**config.mk**
```make
export PLATFORM = sky130hd
export DESIGN_NAME = lcd_copy_sequencer
export DESIGN_NICKNAME = d
export VERILOG_FILES = /design/src/rtl/lcd_pkg.sv /design/src/rtl/bus_access_unit.sv /design/src/rtl/lcd_copy_sequencer.sv
export SDC_FILE = /design/constraint.sdc
export NUM_CORES = 1
export LEC_CHECK = 0
export ABC_AREA = 0
export BUFFER_PORTS_ARGS = -buffer_cell sky130_fd_sc_hd__clkbuf_2
export CAP_MARGIN = 20
export CORE_MARGIN = 4
export CORE_UTILIZATION = 48
export CTS_CLUSTER_DIAMETER = 100
export DETAILED_ROUTE_END_ITERATION = 16
export GPL_ROUTABILITY_DRIVEN = 0
export GPL_TIMING_DRIVEN = 0
export PLACE_DENSITY = 0.76
export RECOVER_POWER = 100
export REMOVE_ABC_BUFFERS = 1
export SLEW_MARGIN = 20
export SYNTH_ARGS = -nofsm -noshare
export SYNTH_HDL_FRONTEND = slang
export SYNTH_SLANG_ARGS = --single-unit
```
**constraint.sdc**
```tcl
create_clock -name clk -period 2.39 [get_ports clk]
set_clock_uncertainty 0.05 [all_clocks]
set_input_delay 0.478 -clock clk [delete_from_list [all_inputs] [get_ports clk]]
set_output_delay 0.478 -clock clk [all_outputs]
set_load 0.02 [all_outputs]
```
**src/rtl/lcd_pkg.sv**
```systemverilog
// lcd_pkg: constants and types shared by the LCD copy sequencer and the LCD
// controller. Holds the LCD register addresses, the controller command
// opcodes, the sequencer state encoding and the bus access kind.
package lcd_pkg;

  localparam logic [23:0] LCD_CMD_REG  = 24'h20FE;
  localparam logic [23:0] LCD_DATA_REG = 24'h20FF;

  localparam logic [7:0] SET_PAGE   = 8'hB0;
  localparam logic [7:0] SET_COL_LO = 8'h00;
  localparam logic [7:0] SET_COL_HI = 8'h10;

  typedef enum logic [3:0] {
    ST_IDLE     = 4'd0,
    ST_REQ      = 4'd1,
    ST_CMD      = 4'd2,
    ST_CMD_GAP  = 4'd3,
    ST_RD       = 4'd4,
    ST_RD_GAP   = 4'd5,
    ST_WR       = 4'd6,
    ST_WR_GAP   = 4'd7,
    ST_PAGE_END = 4'd8
  } state_t;

  typedef enum logic [1:0] {
    ACC_NONE = 2'd0,
    ACC_RD   = 2'd1,
    ACC_WR   = 2'd2
  } acc_kind_t;

  // Command byte sent for each step of the page/column setup sequence.
  // Every page starts at column 0, so both column nibbles are zero.
  function automatic logic [7:0] cmd_byte(input logic [1:0] idx, input logic [3:0] page);
    case (idx)
      2'd0:    cmd_byte = SET_PAGE | {4'd0, page};
      2'd1:    cmd_byte = SET_COL_LO;
      default: cmd_byte = SET_COL_HI;
    endcase
  endfunction

endpackage

```
**src/rtl/bus_access_unit.sv**
```systemverilog
// bus_access_unit: turns the sequencer's current access {kind, gap, address,
// data} into bus strobes. An access is a strobe cycle followed by a gap
// cycle; nothing is driven unless the bus is granted. Read data is captured
// at the end of a granted read gap.
//   kind, gap        access requested by the sequencer and its phase
//   address, wdata   access address / write data
//   bus_grant        bus ownership from the arbiter
//   bus_data_in      read data, valid in the gap cycle
//   bus_read/write   strobes (strobe phase only, granted only)
//   bus_address      access address while granted, else 0
//   bus_data_out     write data while granted, else 0
//   step             phase completed this cycle (granted access)
//   done             whole access completed this cycle (granted gap)
//   rdata            last captured read byte
module bus_access_unit
  import lcd_pkg::*;
(
  input  logic        clk,
  input  logic        reset_n,
  input  acc_kind_t   kind,
  input  logic        gap,
  input  logic [23:0] address,
  input  logic [7:0]  wdata,
  input  logic        bus_grant,
  input  logic [7:0]  bus_data_in,
  output logic        bus_read,
  output logic        bus_write,
  output logic [23:0] bus_address,
  output logic [7:0]  bus_data_out,
  output logic        step,
  output logic        done,
  output logic [7:0]  rdata
);

  // Grant is used combinationally so a grant loss removes the strobe in the
  // same cycle; the sequencer then rewinds to the strobe phase.
  assign step         = (kind != ACC_NONE) && bus_grant;
  assign done         = step && gap;
  assign bus_read     = step && !gap && (kind == ACC_RD);
  assign bus_write    = step && !gap && (kind == ACC_WR);
  assign bus_address  = step ? address : 24'd0;
  assign bus_data_out = (step && (kind == ACC_WR)) ? wdata : 8'd0;

  always_ff @(posedge clk or negedge reset_n) begin
    if (!reset_n) begin
      rdata <= 8'd0;
    end else if (done && (kind == ACC_RD)) begin
      rdata <= bus_data_in;
    end
  end

endmodule

```
**src/rtl/lcd_copy_sequencer.sv**
```systemverilog
// lcd_copy_sequencer: bus master that copies the framebuffer (PAGES pages of
// COLUMNS bytes starting at FB_BASE) into the LCD display RAM. Per page it
// requests the bus, writes the page/column setup commands, then moves every
// byte with a read followed by a data-register write, and finally releases
// the bus for one cycle.
//   clk, reset_n     clock, asynchronous active-low reset
//   start            one-cycle pulse, starts a frame copy when idle
//   bus_grant        bus ownership from the arbiter
//   bus_data_in      read data, valid the cycle after bus_read
//   bus_request      bus ownership request
//   bus_read/write   access strobes
//   bus_address      access address
//   bus_data_out     write data
//   busy             frame copy in progress
//   frame_done       pulse with the final PAGE_END cycle
module lcd_copy_sequencer
  import lcd_pkg::*;
#(
  parameter logic [23:0] FB_BASE       = 24'h1000,
  parameter int          COLUMNS       = 96,
  parameter int          PAGES         = 8,
  parameter logic [23:0] LCD_CMD_ADDR  = LCD_CMD_REG,
  parameter logic [23:0] LCD_DATA_ADDR = LCD_DATA_REG
) (
  input  logic        clk,
  input  logic        reset_n,
  input  logic        start,
  input  logic        bus_grant,
  input  logic [7:0]  bus_data_in,
  output logic        bus_request,
  output logic        bus_read,
  output logic        bus_write,
  output logic [23:0] bus_address,
  output logic [7:0]  bus_data_out,
  output logic        busy,
  output logic        frame_done
);

  localparam logic [7:0]  LAST_COL  = 8'(COLUMNS - 1);
  localparam logic [3:0]  LAST_PAGE = 4'(PAGES - 1);
  localparam logic [10:0] COLS_11   = 11'(COLUMNS);

  state_t      state;
  logic [3:0]  page;
  logic [7:0]  col;
  logic [1:0]  cmd_idx;

  acc_kind_t   acc_kind;
  logic        acc_gap;
  logic [23:0] acc_address;
  logic [7:0]  acc_wdata;
  logic        step;
  logic        done;
  logic [7:0]  rdata;

  logic [10:0] page_offset;
  logic [23:0] fb_address;

  assign page_offset = {7'd0, page} * COLS_11;
  assign fb_address  = FB_BASE + {13'd0, page_offset} + {16'd0, col};

  // Current access as seen by the bus access unit.
  always_comb begin
    acc_kind    = ACC_NONE;
    acc_gap     = 1'b0;
    acc_address = 24'd0;
    acc_wdata   = 8'd0;
    case (state)
      ST_CMD, ST_CMD_GAP: begin
        acc_kind    = ACC_WR;
        acc_gap     = (state == ST_CMD_GAP);
        acc_address = LCD_CMD_ADDR;
        acc_wdata   = cmd_byte(cmd_idx, page);
      end
      ST_RD, ST_RD_GAP: begin
        acc_kind    = ACC_RD;
        acc_gap     = (state == ST_RD_GAP);
        acc_address = fb_address;
      end
      ST_WR, ST_WR_GAP: begin
        acc_kind    = ACC_WR;
        acc_gap     = (state == ST_WR_GAP);
        acc_address = LCD_DATA_ADDR;
        acc_wdata   = rdata;
      end
      default: ;
    endcase
  end

  bus_access_unit u_bus_access_unit (
    .clk          (clk),
    .reset_n      (reset_n),
    .kind         (acc_kind),
    .gap          (acc_gap),
    .address      (acc_address),
    .wdata        (acc_wdata),
    .bus_grant    (bus_grant),
    .bus_data_in  (bus_data_in),
    .bus_read     (bus_read),
    .bus_write    (bus_write),
    .bus_address  (bus_address),
    .bus_data_out (bus_data_out),
    .step         (step),
    .done         (done),
    .rdata        (rdata)
  );

  // A strobe state holds while ungranted; a gap state that loses the grant
  // falls back to its strobe state so the whole access is redone.
  always_ff @(posedge clk or negedge reset_n) begin
    if (!reset_n) begin
      state   <= ST_IDLE;
      page    <= 4'd0;
      col     <= 8'd0;
      cmd_idx <= 2'd0;
    end else begin
      case (state)
        ST_IDLE: begin
          if (start) begin
            state <= ST_REQ;
            page  <= 4'd0;
          end
        end
        ST_REQ: begin
          if (bus_grant) begin
            state   <= ST_CMD;
            cmd_idx <= 2'd0;
          end
        end
        ST_CMD: if (step) state <= ST_CMD_GAP;
        ST_CMD_GAP: begin
          if (!done) begin
            state <= ST_CMD;
          end else if (cmd_idx < 2'd2) begin
            cmd_idx <= cmd_idx + 2'd1;
            state   <= ST_CMD;
          end else begin
            col   <= 8'd0;
            state <= ST_RD;
          end
        end
        ST_RD:     if (step) state <= ST_RD_GAP;
        ST_RD_GAP: state <= done ? ST_WR : ST_RD;
        ST_WR:     if (step) state <= ST_WR_GAP;
        ST_WR_GAP: begin
          if (!done) begin
            state <= ST_WR;
          end else if (col < LAST_COL) begin
            col   <= col + 8'd1;
            state <= ST_RD;
          end else begin
            state <= ST_PAGE_END;
          end
        end
        ST_PAGE_END: begin
          if (page < LAST_PAGE) begin
            page  <= page + 4'd1;
            state <= ST_REQ;
          end else begin
            state <= ST_IDLE;
          end
        end
        default: state <= ST_IDLE;
      endcase
    end
  end

  assign busy        = (state != ST_IDLE);
  assign bus_request = (state != ST_IDLE) && (state != ST_PAGE_END);
  assign frame_done  = (state == ST_PAGE_END) && (page >= LAST_PAGE);

endmodule

```
# Word level (Yosys, flattened, before mapping)

Cells that the tools add are included.
W data, S select, Z words.

Add/sub/neg operators: 5
$mul: 1
Order comparisons: 4
Eq/ne operators: 23
Muxes and demuxes: 31
Reduce and logical (&&, ||, !) cells: 25

Operators by type and width:

| cell                     | count |
|---|---|
| $pmux W8 S2              | 3 |
| $pmux W15 S3             | 1 |
| $mux W8                  | 5 |
| $mux W4                  | 9 |
| $pmux W4 S9              | 1 |
| $eq A4 B3 Y1 const B     | 4 |
| $add A14 B8 Y15          | 1 |
| $mux W15                 | 1 |
| $add A13 B11 Y14 const A | 1 |
| $ne A2 B2 Y1 const B     | 6 |
| $ne A2 B1 Y1 const B     | 5 |
| $reduce_and A5 Y1        | 2 |
| $logic_and A1 B1 Y1      | 9 |
| $add A8 B1 Y8 const B    | 1 |
| $eq A4 B2 Y1 const B     | 2 |
| $lt A8 B7 Y1 const B     | 1 |
| $mux W2                  | 4 |
| $pmux W2 S2              | 2 |
| $pmux W4 S2              | 1 |
| $reduce_bool A2 Y1       | 4 |
| $mul A4 B2 Y6 const B    | 1 |
| $mux W3                  | 2 |
| $reduce_or A2 Y1         | 3 |
| $add A4 B1 Y4 const B    | 1 |
| other kinds (18)         | 19 |

Flip-flop bits (word level): 26
Bits of input ports: 12
Output and inout bits: 37
Logic and storage cells: 94

# Longest topological paths before layout

Gate-level depths: netlist of run 1.

Depth after elaboration: 8
Depth in mapped cells: 7
Mapped depth without buffers: 7

# Hierarchy

A second synthesis of run 1 with hierarchy kept.

Cells, all modules: 251
Area, all modules: 2120.8 sq um

By module, submodules not included:

| module             | times used | cells each | area each (sq um) | seq. area each (sq um) |
|---|---|---|---|---|
| lcd_copy_sequencer | 1          | 194        | 1551.5            | 450.4 |
| bus_access_unit    | 1          | 57         | 569.3             | 200.2 |

# Worst setup path before layout of run 1

No wires, ideal clock.

Path kind: register to output
Start point: register page[1]
End point: output port bus_address[10]
Data arrival time: 2.281 ns
Data required time: 1.862 ns
Path slack: -0.419 ns
Stages on the path, launching flop included: 7
Path through: dfrtp_1 > ha_1 > fa_1 > ha_1 > a21oi_1 > nor4b_1 > mux2i_1

Longest elaborated chain between the ends: 5

Ends and longest elaborated chain:

| element                | RTL line                  | RTL |
|---|---|---|
| start, declared        | lcd_copy_sequencer.sv:44  | `logic [3:0] page;` |
| start signal, assigned | lcd_copy_sequencer.sv:157 | `page <= page + 4'd1;` |
| $mul A4 B2 Y6          | lcd_copy_sequencer.sv:59  | `assign page_offset = {7'd0, page} * COLS_11;` |
| $add A13 B11 Y14       | lcd_copy_sequencer.sv:60  | `assign fb_address = FB_BASE + {13'd0, page_offset} + {16'd0, col};` |
| $add A14 B8 Y15        | lcd_copy_sequencer.sv:60  |  |
| $pmux W15 S3           | lcd_copy_sequencer.sv:68  | `case (state)` |
| $mux W15               | bus_access_unit.sv:41     | `assign bus_address = step ? address : 24'd0;` |
| end, declared          | lcd_copy_sequencer.sv:33  | `output logic [23:0] bus_address,` |

Every way passes these cells.

# Final worst setup path of run 1

Start point: register page[1]
End point: output port bus_address[9]

The elaborated chain is that of the path after synthesis.

==> results list, run 1 <==
- Outcome: finished, violations left
- Max-cap violations: 0
- Detailed router's first-iteration violation count: between 150 and 200
- STA classifies the critical path endpoint as a primary output.
- In this run, synthesis produced a sequential element count of 26.
- After detailed routing, the average wire length per cell comes to about 15 um.
- The routed layout has between 1500 and 2000 vias.
- The die is roughly 72 um wide.
- Setup violations remaining at the end of the flow were counted as 11.
- Critical setup path kind: flop to primary output
- At the end of the flow, the number of nets in the layout was 299.
- The initialized floorplan defines 23 standard-cell rows.
- Static power due to leakage: roughly 1.2 nW
- For this run, the number of Yosys warnings is 0.
* Number of I/O pins: between 40 and 50
- Dividing total power by cell area gives a power density of roughly 860 nW/um2.
- In this run the worst path has a maximum fanout of 5.
- Slew headroom: 0.0500
- Final global-route overflow total: 0
- Placeable Area: roughly 4000 um2
* Post-route fraction of the period consumed by the critical path: 1.24
* Post-route minimum period: about 3 ns
- The count of nets left with antenna violations once routing finished came out at 0.
- Counting every instance in the synthesized netlist gives 225.
- Max Clk Rate: about 340 MHz
- Setup TNS after final layout: -2.77 ns
- The tightest min-delay check is of the primary input to flop type.
- Buffers added on ports: 38
* Final count of hold timing violations: 0
- The most used flip-flop cell after synthesis is dfrtp_1.
* Data arrival time of the critical path: roughly 2.4 ns
- The first global-routing pass estimated between 8000 and 9000 um of wire.
- Worst VDD drop: approximately 0.00037 V
- TritonCTS buffer count: 3
- For this block, the routed nets add up to just under 5000 um of wire.
- Area enclosed by the die boundary: ~5200 um2
* Area growth from synthesis to layout: 23.8%
- Post-synth ARST share: 1.00
- The synthesized netlist occupies a cell area of a little under 2000 um2.
- Mean instance size in the synthesized netlist: slightly below 9 um2
- The biggest area contributor in the post-synthesis netlist is dfrtp_1.
- The die is slightly above 70 um tall.
- Detailed-placement wirelength estimate: approximately 3200 um
- TritonCTS clock tree: built
- Fraction of layout cells with a size suffix above 1: 0.294
- The initial antenna violation count is 0.
- The tree is rooted in a clkbuf_8.
* Number of flops mapped to enable cells by yosys: 0
- Clock transition at path regs: about 0.090 ns
- Remaining DRCs: 0
* Failing checks: negative setup slack
- Final-report max-slew violation count: 0
- Clock latency on the worst-skew pair: between 0.2 and 0.3 ns
- Unrepaired setup endpoints after global routing: true
- STA classifies the critical path startpoint as a flop.
- Worst Max-Slew Pin Slew: 1.43 ns
- Number of buffers inserted by hold repair at cts: 0
- The share of synthesized area in the top cell type comes to 0.330.
* Post-synth cell types: 51
* WP data required: approximately 1.9 ns
* Clock net sink count: 26
* Overall routing resource usage: 0.196
- In the routed layout, each cell is associated on average with a via count of about 5.5.
- Sum of internal, switching and leakage power: 2.10 mW
* Biggest area contributors in the synthesized netlist: dfrtp_1 (33%), ha_1 (7.6%), mux2_2 (5.1%)
* Maximum number of buffers from clock root to sink: 2
* Number of detailed-route iterations in the first pass: 4
* Initial cell density of the core: 0.494
* Crit path setup slack, layout: -0.578 ns
* Largest net degree at the start of global routing: 27
- The number of global-route vias before repair is approximately 1800.
* Number of inserted diodes: 0
- In this run the number of H-tree levels came out at 1.
- Proportion of synthesized chip area in sequential cells: 0.330
-- routing by layer --
layer / vias to the layer above / wire length, um / global-route usage
met5: - / 0 / 0
li1: 873 / - / -
met2: 47 / 2460 / 0.322
met4: 0 / 74 / 0.0793
met3: 8 / 258 / 0.0388
met1: 853 / 2120 / 0.251
-- flip-flops by register name, summed over array words and instances, names as in the netlist --
signal,flops
state,4
col,8
page,4
cmd_idx,2
u_bus_access_unit.rdata,8
-- logic make-up (layout without fill, tap and decap cells) --
group,count (synthesis),in the layout,share of synthesized area
muxes,13,13,0.0716
other,1,10,0.00190
adders and majority gates,14,14,0.0963
buffers and inverters,35,73,0.0938
DFF,26,26,0.330
xor gates and xnor gates,5,5,0.0292
AOI/OAI and AO/OA,42,42,0.145
and+or+nand+nor,89,89,0.233
-- where the power goes --
group	leakage [nW]	switching [mW]	internal (mW)	total, mW
registers	0.321	0.168	0.586	0.755
clock network	0.0357	0.145	0.224	0.369
logic	0.834	0.569	0.404	0.973
-- stage by stage --
stage                     hold WS, ns  area, um2  setup slack (ns)   util  cells
after global routing            0.374       2440            -0.686  0.611    322
after detailed placement        0.447       2120            -0.557  0.530    299
after floorplan                 0.132       1870            -0.419      -    211
after global placement          0.434       2120            -0.541  0.530    299
final                           0.380       2440            -0.578  0.611    322
after CTS                       0.182       2380            -0.624  0.596    314
-- layout by cell type (no fill, tap or decap), types with 6 or more instances in the layout --
cell / count
a21oi_1: 9
conb_1: 10
inv_1: 12
clkbuf_2: 28
ha_1: 9
dfrtp_1: 21
buf_4: 18
mux2_2: 9
clkbuf_1: 6
nor2_1: 20
nand3_1: 9
nand2_1: 23
-- Yosys cell counts, drive strengths merged (2+ instances only) --
cell,number
nor2,21
nand2,24
nand4,3
or3,2
and3b,2
buf,17
nand3,9
ha,12
a21oi,11
nand3b,2
xnor2,2
mux2,9
fa,2
nand2b,3
clkbuf,6
mux2i,4
nor3,6
a22oi,4
dfrtp,26
a22o,5
inv,12
o311ai,3
xor2,2
and4b,2
a21o,3
o211ai,2
or4,2
o31ai,2
o21ai,6
nor2b,3
and3,3
-- worst max-delay path: stages, from the launching register on --
cell     delay, ns
dfrtp_2       0.44
buf_6         0.14
fa_2          0.61
ha_4          0.23
a21oi_4       0.18
nor2_2        0.06
xnor3_1       0.23
nor3_2        0.12
buf_4         0.16
-- repair_timing --
item | 4_1_cts | 5_1_grt
setup endpoints to repair | 29 | 17
pin swaps | 7 | 5
resized for setup | 27 | 12
setup buffers | 11 | 8
-- cell type report --
| type | count | area (um2) |
|---|---|---|
| multi-input combinational | 173 | 1250 |
| tap | 50 | 62.6 |
| fill | 350 | 1560 |
| clock buffer | 3 | 41.3 |
| sequential | 26 | 657 |
| inverter | 12 | 45.0 |
| clock inverter | 1 | 30.0 |
| timing repair buffer | 57 | 363 |
-- path summary, 6_finish.rpt --
kind	slack, ns	from	cells after the start	to
max	-0.58	page[1]	8	bus_address[9]
min	0.38	bus_data_in[5]	2	u_bus_access_unit.rdata[5]
max reg2reg	0.22	state[1]	6	u_bus_access_unit.rdata[4]
min reg2reg	0.47	u_bus_access_unit.rdata[7]	1	u_bus_access_unit.rdata[7]
max in group asynchronous	0.89	reset_n	1	state[1]
min in group asynchronous	0.47	reset_n	1	page[1]
Power figures use the tool's default switching activity.
==> run 2, diff against run 1 <==
--- a/config.mk
+++ b/config.mk
@@ -14,7 +14,7 @@
 export DETAILED_ROUTE_END_ITERATION = 16
 export GPL_ROUTABILITY_DRIVEN = 0
 export GPL_TIMING_DRIVEN = 0
-export PLACE_DENSITY = 0.76
+export PLACE_DENSITY = 0.85
 export RECOVER_POWER = 100
 export REMOVE_ABC_BUFFERS = 1
 export SLEW_MARGIN = 20
==> run 2 against run 1 <==
Compared with the run above: the run still ends with negative setup slack left; critical path depth shrank 1; sequential cell count is the same; utilization shrank 0.81 points; final cell count shrank 1.6%; wire length grew 6.4%; register-to-register slack lost 0.16 ns; critical path type unchanged; critical endpoint is now bus_address[11]; largest cell class unchanged.
==> results list, run 2 (synthesis gave the netlist of run 1 again) <==
- Largest net degree at the start of global routing: 27 (unchanged)
- The headroom to the max-slew limit is 0.0526 (+0.00261).
- The initial antenna violation count is 0 (unchanged).
- Top flop regs: col x8, u_bus_access_unit.rdata x8
* Final count of hold timing violations: 0 (unchanged)
- Endpoint with the worst hold slack: u_bus_access_unit.rdata[0]
- The effective utilization at floorplan was 0.494 (unchanged).
* Detailed router's first-iteration violation count: 143 (-18%)
- The arrival time at the worst endpoint came to 2.58 ns (+0.14 ns).
- The number of global-route vias before repair is 1765 (-1.8%).
* Number of inserted diodes: 0 (unchanged)
* Reg2Reg Setup Slack: 0.06 ns (-0.16 ns)
- The total power draw was 2.12 mW (+1.1%).
* Largest fanout of any net on the critical path: 3 (-2)
- The number of buffers created by CTS is 3 (unchanged).
* Failing checks: negative setup slack
- WP data required: 1.86 ns (about the same)
- Remaining number of nets flagged by the antenna check after routing: 0 (unchanged)
- Category of the worst setup path capture point: primary output
* Hold path cells: 2 (unchanged)
* Critical R2R Capture: u_bus_access_unit.rdata[1]
* Number of cell instances on the worst register-to-register path: 5 (-1)
* TritonCTS clock tree: built
- Outcome: finished, violations left
* Area enclosed by the die boundary: 5200 um2 (unchanged)
- Core Rows: 23 (unchanged)
- Clock latency on the worst-skew pair: 0.28 ns (about the same)
* Launch point of the worst hold path: bus_data_in[0]
* Static power due to leakage: 1.17 nW (-1.6%)
- DIE HEIGHT: 72.1 um (unchanged)
- Start of the worst register-to-register path: state[3]
- The aggregate routed wire length came to 5240 um (+6.4%).
- Critical setup path kind: flop to primary output
- The total negative setup slack was -4.45 ns (-1.68 ns).
* Maximum number of buffers from clock root to sink: 2 (unchanged)
* Die boundary width: 72.1 um (unchanged)
* Total number of vias: 1807 (+1.5%)
- The residual overflow from global routing came to 0 (unchanged).
- The routed wirelength normalized by instance count came to 16.5 um (+8.1%).
- The setup slack of the critical path after layout came to -0.717 ns (-0.139 ns).
- Max-cap violations: 0 (unchanged)
- The number of search-and-repair iterations in the first detailed-routing pass was 4 (unchanged).
- Worst slack after detailed placement: -0.531 ns (+0.0268 ns)
* Number of I/O pins: 49 (unchanged)
- Fraction of layout cells with a size suffix above 1: 0.273 (-0.0207)
- The first-pass GRT wire length came to 8060 um (-1.2%).
- The count of final setup violators is 12 (+1).
* Leading cell type in the layout, fill and taps excluded: clkbuf_2
* Buffers added on ports: 38 (unchanged)
- H-tree levels: 1 (unchanged)
* Worst min-delay path category: primary input to flop
- The total routing resource utilization after global routing was 0.195 (-0.000527).
- STA classifies the critical path startpoint as a flop.
- Final net count: 294 (-1.7%)
- The worst hold slack after final layout is 0.373 ns (-0.00703 ns).
* Max Clk Rate: 322 MHz (-4.5%)
- The total power per unit cell area is 879 nW/um2 (+2.5%).
* Unrepaired setup endpoints after global routing: true
* Placed cell area: 2120 um2 (unchanged)
* Worst VDD drop: 0.000328 V (-12%)
* Detailed-placement wirelength estimate: 3180 um (-1.3%)
* Final-report max-slew violation count: 0 (unchanged)
- The worst-margin pin slew came to 1.42 ns (-0.00392 ns).
* Clock net sink count: 26 (unchanged)
- Via/cell ratio: 5.70 (+3.1%)
- Most frequent cells in the layout: clkbuf_2 (27), nand2_1 (24), dfrtp_1 (22), nor2_1 (21), buf_4 (14)
- The portion of the clock cycle consumed by the worst path in the final layout came to 1.30 (+0.0581).
* Cell chosen for the clock root: clkbuf_8
- The remaining design rule violation count was 0 (unchanged).
- Placeable Area: 4000 um2 (unchanged)
* Post-route cell area: 2410 um2 (-1.3%)
- The clock-pin transition on the worst setup and hold timing paths is 0.10 ns (about the same).
* Post-route minimum period: 3.11 ns (+0.139 ns)
- Area growth from synthesis to layout: 22.2%
==> run 2: final cells by class <==
class / instances / area [um2]
fillers: 320 / 1590
multi-input cells: 173 / 1260
flip-flops and latches: 26 / 656
repair buffers: 52 / 320
well taps: 50 / 62.6
inverters: 12 / 45.0
clock buffers: 3 / 41.3
clock inverters: 1 / 30.0
==> run 2: what timing repair did <==
action | 4_1_cts | 5_1_grt
hold buffers | 0 | 0
buffers inserted | 7 | 7
endpoints found under the setup margin | 29 | 18
pin swaps | 7 | 7
resized for setup | 25 | 11
==> run 2: where the power goes <==
part / total, mW / internal, mW / leakage [nW] / switching (mW)
combinational: 0.976 / 0.399 / 0.814 / 0.577
clock: 0.385 / 0.224 / 0.0357 / 0.160
sequential: 0.760 / 0.586 / 0.323 / 0.174
total: 2.12 / 1.21 / 1.17 / 0.912
==> run 2: worst max-delay path by stage <==
stage | start | endpoint | slack [ns]
2_1_floorplan | page[1] | bus_address[10] | -0.42
3_3_place_gp | page[1] | bus_address[10] | -0.53
3_5_place_dp | page[1] | bus_address[9] | -0.53
4_1_cts | page[1] | bus_address[10] | -0.66
5_1_grt | page[1] | bus_address[11] | -0.67
6_report | page[0] | bus_address[11] | -0.72
==> run 2: through the flow <==
stage	util	std cells
2_1_floorplan	-	211
3_3_place_gp	0.530	299
3_5_place_dp	0.530	299
4_1_cts	0.587	310
5_1_grt	0.603	317
6_report	0.603	317
==> run 2: per-layer routing <==
metal / up-vias / routed length (um) / GRT usage / part of all wire
li1: 858 / - / - / -
met1: 865 / 2140 / 0.242 / 0.41
met2: 76 / 2690 / 0.326 / 0.51
met3: 8 / 309 / 0.0360 / 0.059
met4: 0 / 102 / 0.0939 / 0.019
met5: - / 0 / 0 / 0
==> run 2: worst max-delay path, stage by stage, from the launching register on <==
cell and delay, ns:
dfrtp_2 0.45, ha_4 0.17, fa_1 0.51, ha_4 0.34
a21oi_4 0.07, nor3_1 0.30, and4b_1 0.28, clkbuf_4 0.18
